`config.mk`:
```
export PLATFORM = sky130hd
export DESIGN_NAME = exibe_sequencia
export DESIGN_NICKNAME = d
export VERILOG_FILES = /design/src/rtl/exibe_sequencia.sv
export SDC_FILE = /design/constraint.sdc
export NUM_CORES = 1
export LEC_CHECK = 0
export BUFFER_PORTS_ARGS = -buffer_cell sky130_fd_sc_hd__buf_2
export CORE_MARGIN = 2
export CORE_UTILIZATION = 54
export CTS_CLUSTER_DIAMETER = 40
export DETAILED_ROUTE_END_ITERATION = 10
export PLACE_DENSITY = 0.78
export SLEW_MARGIN = 20
export SYNTH_ARGS = -nofsm -noshare
export SYNTH_HDL_FRONTEND = slang
export SYNTH_SLANG_ARGS = --single-unit
```
`constraint.sdc`:
```
create_clock -name clock -period 2 [get_ports clock]
set_input_delay 0.4 -clock clock [delete_from_list [all_inputs] [get_ports clock]]
set_output_delay 0.4 -clock clock [all_outputs]
set_load 0.01 [all_outputs]
```
`src/rtl/exibe_sequencia.sv`:
```
// exibe_sequencia
// Playback engine for the memory game. It walks the sequence RAM from address 0
// up to the latched rodada. Each stored play is shown on the LEDs for T_ON cycles
// and is then blanked for T_OFF cycles. Completion is reported with a one-cycle
// pronto pulse.
//
// RAM timing: the RAM has a synchronous read. Its data appears one cycle after
// the address is presented. The address therefore has to be stable for one
// whole cycle before CARREGA captures dado_ram:
//   - For the first play, the address comes from OCIOSO (always 0).
//   - For each later play, endereco is incremented on the edge that enters
//     PROXIMO. PROXIMO is then the address-setup cycle for the following CARREGA.
//   - The final play leaves through FIM instead of PROXIMO. So endereco never
//     counts past rodada and never wraps.
module exibe_sequencia #(
    parameter int ADDR_W = 4,
    parameter int DATA_W = 4,
    parameter int T_ON   = 1000,
    parameter int T_OFF  = 500
) (
    input  logic              clock,
    input  logic              reset,
    input  logic              iniciar,
    input  logic              parar,
    input  logic [ADDR_W-1:0] rodada,
    input  logic [DATA_W-1:0] dado_ram,
    output logic [ADDR_W-1:0] endereco,
    output logic [DATA_W-1:0] leds,
    output logic              exibindo,
    output logic              pronto,
    output logic [3:0]        db_estado
);

    // The timer only has to reach the longer of the two display intervals.
    localparam int TIMER_MAX = (T_ON > T_OFF) ? T_ON : T_OFF;
    localparam int TIMER_W   = $clog2(TIMER_MAX + 1);

    // Timer value on the last cycle of each timed state.
    localparam logic [TIMER_W-1:0] ULTIMO_ON  = TIMER_W'(T_ON - 1);
    localparam logic [TIMER_W-1:0] ULTIMO_OFF = TIMER_W'(T_OFF - 1);

    // State codes double as the debug display value.
    localparam logic [2:0] OCIOSO  = 3'd0;
    localparam logic [2:0] CARREGA = 3'd1;
    localparam logic [2:0] ACENDE  = 3'd2;
    localparam logic [2:0] APAGA   = 3'd3;
    localparam logic [2:0] PROXIMO = 3'd4;
    localparam logic [2:0] FIM     = 3'd5;

    logic [2:0]         estadoReg;
    logic [2:0]         estadoNext;
    logic [TIMER_W-1:0] timerReg;
    logic [TIMER_W-1:0] timerNext;
    logic [ADDR_W-1:0]  rodadaReg;
    logic [ADDR_W-1:0]  rodadaNext;
    logic [ADDR_W-1:0]  enderecoNext;
    logic [DATA_W-1:0]  ledsNext;
    logic               ultimaJogada;

    // The play at the current address is the last one of this sequence.
    assign ultimaJogada = (endereco == rodadaReg);

    // Next-state logic; parar overrides every other transition.
    always_comb begin
        estadoNext = estadoReg;
        case (estadoReg)
            OCIOSO: begin
                if (iniciar) begin
                    estadoNext = CARREGA;
                end
            end
            CARREGA: begin
                estadoNext = ACENDE;
            end
            ACENDE: begin
                if (timerReg == ULTIMO_ON) begin
                    estadoNext = APAGA;
                end
            end
            APAGA: begin
                if (timerReg == ULTIMO_OFF) begin
                    estadoNext = ultimaJogada ? FIM : PROXIMO;
                end
            end
            PROXIMO: begin
                estadoNext = CARREGA;
            end
            FIM: begin
                estadoNext = OCIOSO;
            end
            default: begin
                estadoNext = OCIOSO;
            end
        endcase
        if (parar) begin
            estadoNext = OCIOSO;
        end
    end

    // Timer: counts only while a timed state persists; cleared on any state entry.
    always_comb begin
        timerNext = '0;
        if ((estadoNext == estadoReg) && ((estadoReg == ACENDE) || (estadoReg == APAGA))) begin
            timerNext = timerReg + 1'b1;
        end
    end

    // Datapath next values: address, LED image and the latched last index.
    always_comb begin
        enderecoNext = endereco;
        ledsNext     = leds;
        rodadaNext   = rodadaReg;
        case (estadoReg)
            OCIOSO: begin
                enderecoNext = '0;
                ledsNext     = '0;
                if (iniciar) begin
                    rodadaNext = rodada;
                end
            end
            CARREGA: begin
                // The RAM word for the current address is valid now.
                ledsNext = dado_ram;
            end
            ACENDE: begin
                if (estadoNext == APAGA) begin
                    ledsNext = '0;
                end
            end
            APAGA: begin
                ledsNext = '0;
                // Advance now so the RAM sees the new address during PROXIMO.
                if (estadoNext == PROXIMO) begin
                    enderecoNext = endereco + 1'b1;
                end
            end
            PROXIMO: begin
                ledsNext = '0;
            end
            FIM: begin
                enderecoNext = '0;
                ledsNext     = '0;
            end
            default: begin
                enderecoNext = '0;
                ledsNext     = '0;
            end
        endcase
        // An abort clears the display and does not latch a new round.
        if (parar) begin
            enderecoNext = '0;
            ledsNext     = '0;
            rodadaNext   = rodadaReg;
        end
    end

    // State and datapath registers with asynchronous active-low reset.
    always_ff @(posedge clock or negedge reset) begin
        if (!reset) begin
            estadoReg <= OCIOSO;
            timerReg  <= '0;
            rodadaReg <= '0;
            endereco  <= '0;
            leds      <= '0;
        end else begin
            estadoReg <= estadoNext;
            timerReg  <= timerNext;
            rodadaReg <= rodadaNext;
            endereco  <= enderecoNext;
            leds      <= ledsNext;
        end
    end

    // Status outputs decoded from the current state.
    always_comb begin
        exibindo  = 1'b0;
        pronto    = 1'b0;
        db_estado = 4'hF;
        case (estadoReg)
            OCIOSO: begin
                db_estado = 4'd0;
            end
            CARREGA: begin
                db_estado = 4'd1;
                exibindo  = 1'b1;
            end
            ACENDE: begin
                db_estado = 4'd2;
                exibindo  = 1'b1;
            end
            APAGA: begin
                db_estado = 4'd3;
                exibindo  = 1'b1;
            end
            PROXIMO: begin
                db_estado = 4'd4;
                exibindo  = 1'b1;
            end
            FIM: begin
                db_estado = 4'd5;
                pronto    = 1'b1;
            end
            default: begin
                db_estado = 4'hF;
            end
        endcase
    end

endmodule

```
# Word-level counts from Yosys, hierarchy flattened
# Cells that the tools add are included.
[totals] ff_bits=25 inputBits=12 out_inout_bits=14
[op_classes] bitwise=1 n_addsub=2 n_reduce_logical=7 eq_ne=14 n_mux=16
[ops] op="4-bit case mux with 6 select lines" count=1
[ops] op="4-bit two-way mux" count=4
[ops] op="4-bit case mux with 2 select lines" count=2
[ops] op="3-bit case mux with 5 select lines" count=1
[ops] op="3-bit two-way mux" count=4
[ops] op="10-bit by 1-bit adder with 10-bit output, second input constant" count=1
[ops] op="10-bit == test, second input constant" count=1
[ops] op="10-bit by 9-bit == test with 1-bit output, second input constant" count=1
[ops] op="10-bit two-way mux" count=1
[ops] op="3-bit by 2-bit == test with 1-bit output, second input constant" count=3
[ops] op="3-bit == test, second input constant" count=3
[ops] op="3-bit by 2-bit inequality test with 1-bit output, second input constant" count=2
[ops] op="4-bit by 1-bit adder with 4-bit output, second input constant" count=1
[ops] op="4-bit == test" count=1
[ops] op="4-bit OR reduction" count=1
[ops] op="3-bit by 1-bit == test with 1-bit output, second input constant" count=1
[ops] op="3-bit == test" count=1
[ops] op="3-bit logical NOT" count=1
[ops] op="1-bit two-way mux" count=3
[ops] op="3-bit AND reduction" count=1
[ops] op="3-bit OR reduction" count=1
[ops] op="2-bit by 1-bit inequality test with 1-bit output, second input constant" count=1
[ops] op="2-bit AND reduction" count=1
[ops] op="1-bit logical AND" count=1
[ops] op="other kinds (2)" count=2

# Longest topological paths before layout
# Gate-level depths: netlist (run 1).
[depth] word_depth=9 depth_mapped=6

# Worst setup path after synthesis (run 1)
# No wires, ideal clock.
[synth_path] kind="reg2reg" from="register timerReg[0]" to="register endereco[0]" slack_ns=0.441 period_less_slack_ns=1.559 stages_incl_launch_ff=7 arrival_time_ns=1.434 path_cell_list="dfrtp_1 ha_1 nand4bb_1 nor3_4 a21oi_2 nand2b_4 mux2_4"
[synth_between] elab_chain_cells=7
[synth_rtl] element="start: declaration" line="52" text="logic [TIMER_W-1:0] timerReg;"
[synth_rtl] element="start signal: assignment" line="167" text="timerReg <= timerNext;"
[synth_rtl] element="10-bit by 9-bit == test with 1-bit output / 10-bit == test (equally long branches)" line="81, 76"
[synth_rtl] element="3-bit two-way mux (on tied branches)" line="81, 76"
[synth_rtl] element="3-bit case mux with 5 select lines *" line="66" text="case (estadoReg)"
[synth_rtl] element="3-bit two-way mux *" line="95" text="if (parar) begin"
[synth_rtl] element="3-bit == test *" line="133" text="if (estadoNext == PROXIMO) begin"
[synth_rtl] element="3-bit by 2-bit inequality test with 1-bit output (no line) *"
[synth_rtl] element="2-bit AND reduction (no line) *"
[synth_rtl] element="end signal: assignment" line="169" text="endereco <= enderecoNext;"
[synth_rtl] element="end: declaration" line="27" text="output logic [ADDR_W-1:0] endereco,"
# Every way passes the cells marked *; elsewhere a longest branch is shown, timed or not.
# A chain may end at the register's enable or synchronous reset.

# Final worst setup path (run 1)
[layout_path] from="register estadoReg[2]" to="output db_estado[0]"
[layout_between] elab_chain_cells=2
[layout_rtl] element="start: declaration" line="50" text="logic [2:0] estadoReg;"
[layout_rtl] element="start signal: assignment" line="166" text="estadoReg <= estadoNext;"
[layout_rtl] element="3-bit == test, or another cell as far along" line="179" text="case (estadoReg)"
[layout_rtl] element="4-bit case mux with 6 select lines *" line="179"
[layout_rtl] element="end: declaration" line="31" text="output logic [3:0] db_estado"
# Marked as above.

==> results of run 1 <==
[registers in the layout (all words and copies together), names as in the netlist]
signal and count:
endereco 4, timerReg 10, estadoReg 3, leds 4
rodadaReg 4
[power by group]
part	internal [mW]	switching [mW]	leakage, nW	total [mW]
registers	0.531	0.0268	0.338	0.558
clock network	0.0749	0.148	0.0177	0.223
logic	0.0657	0.0616	0.365	0.127
total	0.672	0.237	0.720	0.909
[metrics by stage]
step | hold slack, ps | util | worst slack (ps) | power, mW | instances
after floorplan | 104 | - | 441 | 0.653 | 123
after global placement | 412 | 0.642 | 310 | 0.691 | 170
after detailed placement | 415 | 0.642 | 279 | 0.697 | 170
after CTS | 59.8 | 0.654 | 70.5 | 0.919 | 174
after global routing | 73.5 | 0.654 | 6.95 | 0.951 | 174
final | 51.0 | 0.654 | 87.1 | 0.909 | 174
[placed cells by master, fill, tap and decap left out, types with 3 or more instances in the layout]
cell type and instances:
a21oi_1 3, a22o_1 4, and3_1 3, buf_2 25, clkbuf_4 3, dfrtp_1 25, mux2_2 4, nand2_1 4
nand3_1 5, nand4_1 3, nor2_1 15, o21ai_0 6, or2_2 3, xnor2_1 7, xor2_1 7
[cell type report]
| type | count | area [µm²] | share of cell area |
|---|---|---|---|
| tap | 28 | 35.0 | 0.0235 |
| multi-input combinational | 90 | 667 | 0.448 |
| timing repair buffer | 25 | 125 | 0.0841 |
| clock buffer | 3 | 22.5 | 0.0151 |
| clock inverter | 1 | 5.00 | 0.00336 |
| sequential | 25 | 626 | 0.421 |
| inverter | 2 | 7.51 | 0.00505 |
[metal layers]
metal,global-route usage,routed length [µm],up-vias
met5,0,0,-
met3,0.0278,102,4
met1,0.267,1180,470
li1,-,-,482
met2,0.354,1230,24
met4,0.0897,31,0
[final timing paths]
check | cells after the start | to | slack (ps)
setup / recovery | 3 | db_estado[0] | 90
hold reg to reg | 1 | timerReg[0] | 500
setup reg to reg | 6 | endereco[1] | 250
hold / removal | 1 | endereco[0] | 50
min in group clock | 2 | leds[3] | 300
max in group asynchronous | 1 | timerReg[0] | 1580
[logic make-up (layout without fill, tap and decap cells)]
family / Yosys count / after routing / share of synthesized area
simple gates: 50 / 50 / 0.238
flops: 25 / 25 / 0.469
compound gates: 18 / 18 / 0.0948
xor+xnor: 14 / 14 / 0.0920
buf+inv: 8 / 31 / 0.0300
mux: 6 / 6 / 0.0563
fa+ha+maj: 2 / 2 / 0.0188
==> results.toml, run 1 <==
[placed_design]
gp_congestion = 0.802
placed_cell_area_um2 = 1460
port_buffers = 25
place.detailed.hpwl_um = 1860

[global_routing]
maximum_number_of_pins_on_one_net_before_global_route_repair = 26
wire_length_of_the_first_global_routing_pass_um = 4400
grtUsageTotal = 0.209
overflow = 0
grt_antenna_before_repair = 0
number_of_global_route_vias_before_repair = 996

[synthesis]
synth_enable_flop_cells = 0
synth_seq_cells = 25
post-synth-top-area-fraction = 0.469
synth_async_sr_flop_share = 1.00
synth_most_common_cell = "dfrtp_1"
number_of_nets_produced_by_synthesis = 137
synth_warnings = 0
synth_area_leaders = "dfrtp_1, xnor2_1, xor2_1"
seq_area_frac_synth = 0.469
post_synth_most_frequent_cells = "dfrtp_1, nor2_1, xnor2_1, xor2_1, o21ai_0"
post_synth_instance_area_um2 = 1330
dominantRegCellSynth = "dfrtp_1"
avgSynthCellArea_um2 = 10.8
synth_area_leader_cell = "dfrtp_1"
synth_cell_type_count = 39
post_synth_inst_count = 123

[floorplan]
design.die.area_um2 = 2880
start_util = 0.585
floorplan.core_area_um2 = 2280
die_h_um = 53.7
die_width_um = 53.7
core.rowCount = 17
io-pin-count = 26

[critical_path]
path_buf_inv = 1
critical_path.max_fanout = 12
crit_slowest_cell = "dfrtp_1"
path_class = "flip-flop to primary output"
worst_setup_path_start_kind = "flip-flop"
cell_breakdown_of_the_critical_path = "and2_1 -> or2_2 -> buf_2"
worst_path_dominant_cell_family = "flip-flops"
max_stage_delay_ps = 550
start_of_the_worst_register_to_register_path = "timerReg[0]"
startpoint = "estadoReg[2]"
critical_path.endpoint_type = "primary output"
required_ps = 1600
worstPathArrival_ps = 1510

[clock_tree]
cts-root-to-sink-buffers = 2
cts_hold_fix_bufs = 0
path_clk_slew_ps = 130
clock_sinks = 25
post_cts_buffers = 0
cts_tree = "done"
cts_buffers = 3
depth_of_the_cts_h_tree = 1
ctsResizeCount = 0
root_buffer = "clkbuf_4"
clkLatencyLatePin_ps = 310

[sta]
final_number_of_hold_violating_endpoints = 0
worst_tran_pin_value_ps = 653
rsz_0062_raised_after_global_routing = "no"
fin_crit_sh = 0.956
timing.clock.skew_ps = 0.750
relSlewSlack = 0.559
highest_clock_frequency_the_design_can_meet_mhz = 523
final.setup.tns_ps = 0
timing_max_transition_violations_final = 0
setup_viols_final = 0
final_period_minus_worst_setup_slack_ps = 1910

[route]
dr_total_vias = 980
detailedRoute.firstIterationViolations = 5
antenna_left = 0
drc_violations_left = 0
detail_route.vias_per_cell = 5.63
drt_pre_antenna_iters = 4
postRouteWirelength_um = 2540
routedWlPerCell_um = 14.6

[power]
cellLeakagePower_nw = 0.720
power_per_cell_area_nw_per_um2 = 611
power.ir.vdd_worst_uv = 555

[status]
outcome = "finished clean"

[layout]
final_antenna_diode_count = 0
fill_cells = 183
syn2layout_area_growth_pct = 11.6
finalNetCount = 161
layout-drive-gt1-share = 0.315
finalInstanceArea_um2 = 1490

[min_path]
worstHoldPathType = "input pin to asynchronous set/reset pin"

[flow_run]
max-cap-violations = 0
(Power assumes the default switching activity.)
==> run 2: changes to the inputs <==
- ABC_AREA: not set -> 1
- SETUP_SLACK_MARGIN: not set -> 0.2
==> run 2 against run 1 <==
Critical path depth grew 1. Highest routed layer unchanged. Maximum frequency increased by 11%. Final cell count increased by 36%. Sequential share of layout area fell by 2.6 points. Core utilization shrank 0.58 points. Area after synthesis is 3.3% higher. Global-route usage grew 0.31 points.
==> results.toml, run 2 <==
[clock_tree]
cts_hold_fix_bufs = 0
cts_buffers = 3
path_clk_slew_ps = 130
root_buffer = "clkbuf_4"
clkLatencyLatePin_ps = 310
clock_sinks = 25
depth_of_the_cts_h_tree = 1
cts_tree = "done"
cts-root-to-sink-buffers = 2

[sta]
fin_crit_sh = 0.858
highest_clock_frequency_the_design_can_meet_mhz = 582
final_period_minus_worst_setup_slack_ps = 1720
timing.clock.skew_ps = 2.60
final_number_of_hold_violating_endpoints = 0
relSlewSlack = 0.644
fin_worst_hold_slack_ps = 47.9
setup_viols_final = 0
final.setup.tns_ps = 0
timing_max_transition_violations_final = 0
fin_ws_ps = 283
rsz_0062_raised_after_global_routing = "yes"
worst_tran_pin_value_ps = 534

[synthesis]
synth-xor-area-share = 0.0445
number_of_nets_produced_by_synthesis = 193
synth_async_sr_flop_share = 1.00
synth_enable_flop_cells = 0
synth_seq_cells = 25
post_synth_instance_area_um2 = 1380
post_synth_inst_count = 179
adder_cell_share_of_the_synthesized_area = 0.0182
seq_area_frac_synth = 0.455
avgSynthCellArea_um2 = 7.69
synth_cell_type_count = 23
compound_cell_area_share_of_the_yosys_netlist = 0.0555
post_synth_most_frequent_cells = "nand2_1, nor2_1, dfrtp_1, inv_1, nand3_1"
synth_area_leaders = "dfrtp_1, nand2_1, nor2_1"
synth_most_common_cell = "nand2_1"
synth_area_leader_cell = "dfrtp_1"
post-synth-top-area-fraction = 0.455
dominantRegCellSynth = "dfrtp_1"
yosys.area_share.simple = 0.346
synth_warnings = 0
synth_top_family_by_area = "simple AND/OR/NAND/NOR gates"
synth.mux.area_fraction = 0

[route]
dr_total_vias = 1238
antenna_left = 0
routedWlPerCell_um = 12.1
detailedRoute.firstIterationViolations = 34
detail_route.vias_per_cell = 5.22
postRouteWirelength_um = 2870
drt_pre_antenna_iters = 4
drc_violations_left = 0

[power]
power.switching_fraction = 0.278
power.ir.vdd_worst_uv = 572
comb_power_share = 0.158
pwr-share-clk = 0.240
p_int_mw = 0.655
power_frac_seq = 0.602
netSwitchingPower_mw = 0.252
cellLeakagePower_nw = 0.807
power_per_cell_area_nw_per_um2 = 570

[layout]
layout-drive-gt1-share = 0.217
fill_cells = 231
multi_input_comb_area_um2 = 676
final_antenna_diode_count = 0
seq_area_um2 = 628
finalNetCount = 222
largest_register_ffs = 10
syn2layout_area_growth_pct = 15.5
largest_register = "timerReg"
mostFrequentLayoutCells = "nand2_1, nor2_1, buf_2, dfrtp_1, inv_1"
final_common_cell = "nand2_1"

[placed_design]
gp_congestion = 0.864
port_buffers = 25
dp_worst_setup_slack_ps = 320
place.detailed.hpwl_um = 2120

[status]
outcome = "finished clean"

[critical_path]
critical_path.max_fanout = 7
length_in_cells_of_the_worst_reg_to_reg_path = 8
cell_breakdown_of_the_critical_path = "nor2_4 -> nand2_1 -> nand3_1 -> buf_2"
start_of_the_worst_register_to_register_path = "timerReg[0]"
critical_path.endpoint_type = "primary output"
worstPathArrival_ps = 1320
worst_setup_path_start_kind = "flip-flop"
max_stage_delay_ps = 500
cp_capture_point = "exibindo"
required_ps = 1600
crit_slowest_cell = "dfrtp_2"
path_class = "flip-flop to primary output"
timing.rr.end = "timerReg[9]"
r2r_setup_slack_ps = 330
startpoint = "estadoReg[1]"

[global_routing]
overflow = 0
number_of_global_route_vias_before_repair = 1131
grtUsageTotal = 0.212
maximum_number_of_pins_on_one_net_before_global_route_repair = 26
wire_length_of_the_first_global_routing_pass_um = 4550
grt_antenna_before_repair = 0

[floorplan]
floorplan.core_area_um2 = 2450
design.die.area_um2 = 2970
die_width_um = 54.5
core.rowCount = 18
start_util = 0.561
die_h_um = 54.5
io-pin-count = 26

[flow_run]
max-cap-violations = 0

[min_path]
worstHoldPathType = "input pin to asynchronous set/reset pin"
-- run 2: cell types whose count changed after synthesis, moves of 3 or more --
cell	delta
nor2_1	+14
and3_1	-3
a22o_1	-4
or2_2	-3
nand2_1	+41
mux2_2	-4
nand2_2	+4
inv_1	+17
nand4_1	+5
xnor2_1	-4
nand3_1	+8
xor2_1	-3
nor3_1	+4
-- run 2: timing repair --
action | CTS | global route
resized for setup | 3 | 5
endpoints found under the setup margin | 1 | 11
setup buffers | 1 | 1
gates cloned | 0 | 1
pin swaps | 0 | 1
-- run 2: routing by layer --
layer,GRT usage,part of all wire,vias to the layer above
met2,0.365,0.51,23
met1,0.267,0.46,585
met3,0.0328,0.029,2
li1,-,-,628
met4,0.0792,0.0035,0
met5,0,0,-
-- run 2: logic make-up after synthesis --
kind of cell,after synthesis
DFF,25
AOI/OAI and AO/OA,12
and+or+nand+nor,108
xor gates and xnor gates,7
buffers and inverters,25
adders and majority gates,2
-- run 2: worst min path at each step --
stage / from / end / slack [ps] / depth (start not counted)
after floorplan: reset / endereco[0] / 100 / 0
after global placement: reset / rodadaReg[1] / 410 / 1
after detailed placement: reset / rodadaReg[1] / 410 / 1
after CTS: reset / endereco[3] / 60 / 1
after global routing: reset / rodadaReg[3] / 70 / 1
final: reset / rodadaReg[3] / 50 / 1
-- run 2: critical path: cells and delay by family (launching register included) --
kind,cells,cell delay [ps]
buffers and inverters,1,130
DFF,1,500
and+or+nand+nor,3,370
-- run 2: cell type report --
| type | instances | share of cell area |
|---|---|---|
| clock buffer | 3 | 0.0142 |
| clock inverter | 1 | 0.00315 |
| inverter | 21 | 0.0511 |
| multi-input combinational | 130 | 0.425 |
| sequential | 25 | 0.395 |
| tap | 30 | 0.0236 |
| timing repair buffer | 27 | 0.0881 |
-- run 2: per-stage QoR --
| stage | cells | cell area (µm²) | power (mW) | util |
|---|---|---|---|---|
| detailed placement | 230 | 1510 | 0.685 | 0.615 |
| CTS | 235 | 1550 | 0.904 | 0.631 |
| floorplan | 179 | 1380 | 0.640 | - |
| global route | 237 | 1590 | 0.968 | 0.648 |
| finish | 237 | 1590 | 0.907 | 0.648 |
| global placement | 230 | 1510 | 0.675 | 0.615 |
-- run 2: power groups by stage --
stage          sequential (mW)  combinational (mW)  clock (mW)
3_3_place_gp             0.554               0.120           0
3_5_place_dp             0.556               0.129           0
5_1_grt                  0.550               0.164       0.254
4_1_cts                  0.544               0.136       0.224
6_report                 0.546               0.144       0.218
2_1_floorplan            0.549              0.0917           0
==> run 3: changes to the inputs <==
- CAP_MARGIN: not set -> 30
- GPL_TIMING_DRIVEN: not set -> 0
==> run 3 against run 2 <==
Core utilization up 1.5 points. Clock skew about the same. Final area up 2.3%. Register-to-register slack worse by 20 ps. Clock power about the same. Flip-flop and latch count unchanged. Critical path type unchanged. Critical endpoint unchanged. Largest cell class unchanged.
==> results.toml, run 3 (synthesis gave the netlist of run 2 again) <==
[layout]
layoutNonFillerInstCount = 241
syn2layout_area_growth_pct = 18.2
largest_register = "timerReg"
finalInstanceArea_um2 = 1630
finalNetCount = 226
final_common_cell = "nand2_1"
final_antenna_diode_count = 0
largest_register_ffs = 10
layout-drive-gt1-share = 0.209
mostFrequentLayoutCells = "nand2_1, nor2_1, dfrtp_1, buf_2, inv_1"
final_core_util = 0.663

[min_path]
worstHoldPathType = "input pin to asynchronous set/reset pin"

[critical_path]
required_ps = 1600
critical_path.max_fanout = 6
critical_path.endpoint_type = "primary output"
worst_setup_path_start_kind = "flip-flop"
path_class = "flip-flop to primary output"
worstPathArrival_ps = 1320

[clock_tree]
clkLatencyLatePin_ps = 310
cts_hold_fix_bufs = 0
clock_sinks = 25
cts_tree = "done"
cts-root-to-sink-buffers = 2
path_clk_slew_ps = 120
depth_of_the_cts_h_tree = 1
root_buffer = "clkbuf_4"
cts_buffers = 3

[sta]
fin_crit_sh = 0.859
timing_max_transition_violations_final = 0
relSlewSlack = 0.632
final_number_of_hold_violating_endpoints = 0
final_period_minus_worst_setup_slack_ps = 1720
rsz_0062_raised_after_global_routing = "yes"
worst_tran_pin_value_ps = 552
fin_ws_ps = 283
timing.clock.skew_ps = 2.95
highest_clock_frequency_the_design_can_meet_mhz = 582
fin_worst_hold_slack_ps = 55.8
setup_viols_final = 0
final.setup.tns_ps = 0

[power]
power.switching_fraction = 0.270
comb_power_share = 0.169
p_int_mw = 0.664
power.total_mw = 0.909
power.ir.vdd_worst_uv = 452
netSwitchingPower_mw = 0.245
cellLeakagePower_nw = 0.822
power_frac_seq = 0.593
pwr-share-clk = 0.238
power_per_cell_area_nw_per_um2 = 559

[placed_design]
placedCellCount = 234
dp_worst_setup_slack_ps = 274
place.detailed.hpwl_um = 2080
placed_cell_area_um2 = 1540
gp_congestion = 0.883
port_buffers = 25

[global_routing]
wire_length_of_the_first_global_routing_pass_um = 4510
grt_antenna_before_repair = 0
maximum_number_of_pins_on_one_net_before_global_route_repair = 26
number_of_global_route_vias_before_repair = 1096
overflow = 0
grtUsageTotal = 0.210

[route]
routedWlPerCell_um = 12.0
dr_total_vias = 1247
drt_pre_antenna_iters = 4
antenna_left = 0
detailedRoute.firstIterationViolations = 22
drc_violations_left = 0
postRouteWirelength_um = 2900
detail_route.vias_per_cell = 5.17

[floorplan]
core.rowCount = 18
die_width_um = 54.5
design.die.area_um2 = 2970
start_util = 0.561
io-pin-count = 26
die_h_um = 54.5
floorplan.core_area_um2 = 2450

[status]
outcome = "finished clean"

[flow_run]
max-cap-violations = 0
## run 3: changes by cell type in the layout (fill, tap and decap cells not counted), sizes merged
cell | previous run | this run
clkbuf | 3 | 6
clkinv | 2 | 1
buf | 27 | 29
## run 3: worst max-delay path, cell delays in order, from the launching register on
cell	delay [ps]
dfrtp_1	400
buf_6	140
inv_1	130
nor2_4	60
nand2_1	70
nand3_1	70
buf_2	140
## run 3: power by group through the flow
stage | combinational, mW | sequential (mW) | clock [mW]
2_1_floorplan | 0.0917 | 0.549 | 0
3_3_place_gp | 0.134 | 0.548 | 0
6_report | 0.153 | 0.539 | 0.216
4_1_cts | 0.141 | 0.540 | 0.229
3_5_place_dp | 0.139 | 0.550 | 0
5_1_grt | 0.179 | 0.543 | 0.246
## run 3: what timing repair did
item | in CTS | in global routing
gates cloned | 0 | 1
pin swaps | 0 | 1
gates resized for setup | 2 | 5
setup buffers | 0 | 2
endpoints found under the setup margin | 1 | 11
## run 3: cell type report
class / count / area, µm²
clock buffers: 4 / 26.3
repair buffers: 27 / 140
flip-flops and latches: 25 / 626
inverters: 21 / 81.3
plain buffers: 4 / 30.0
well taps: 30 / 37.5
multi-input cells: 130 / 686
fillers: 209 / 828
## run 3: path summary, 6_finish.rpt
| check | endpoint | depth (start not counted) | from | slack (ps) |
|---|---|---|---|---|
| max | exibindo | 6 | estadoReg[0] | 280 |
| min | rodadaReg[2] | 1 | reset | 60 |
| max reg2reg | timerReg[5] | 8 | timerReg[0] | 310 |
| min reg2reg | leds[3] | 2 | leds[3] | 520 |
| max in group asynchronous | estadoReg[2] | 1 | reset | 1570 |
| min in group clock | leds[2] | 3 | dado_ram[2] | 330 |
## run 3: metal layers
metal  up-vias  track usage  share of wire
li1        634            -              -
met1       595        0.264           0.45
met2        18        0.359           0.53
met3         0       0.0355          0.027
met4         0       0.0792              0
met5         -            0              0
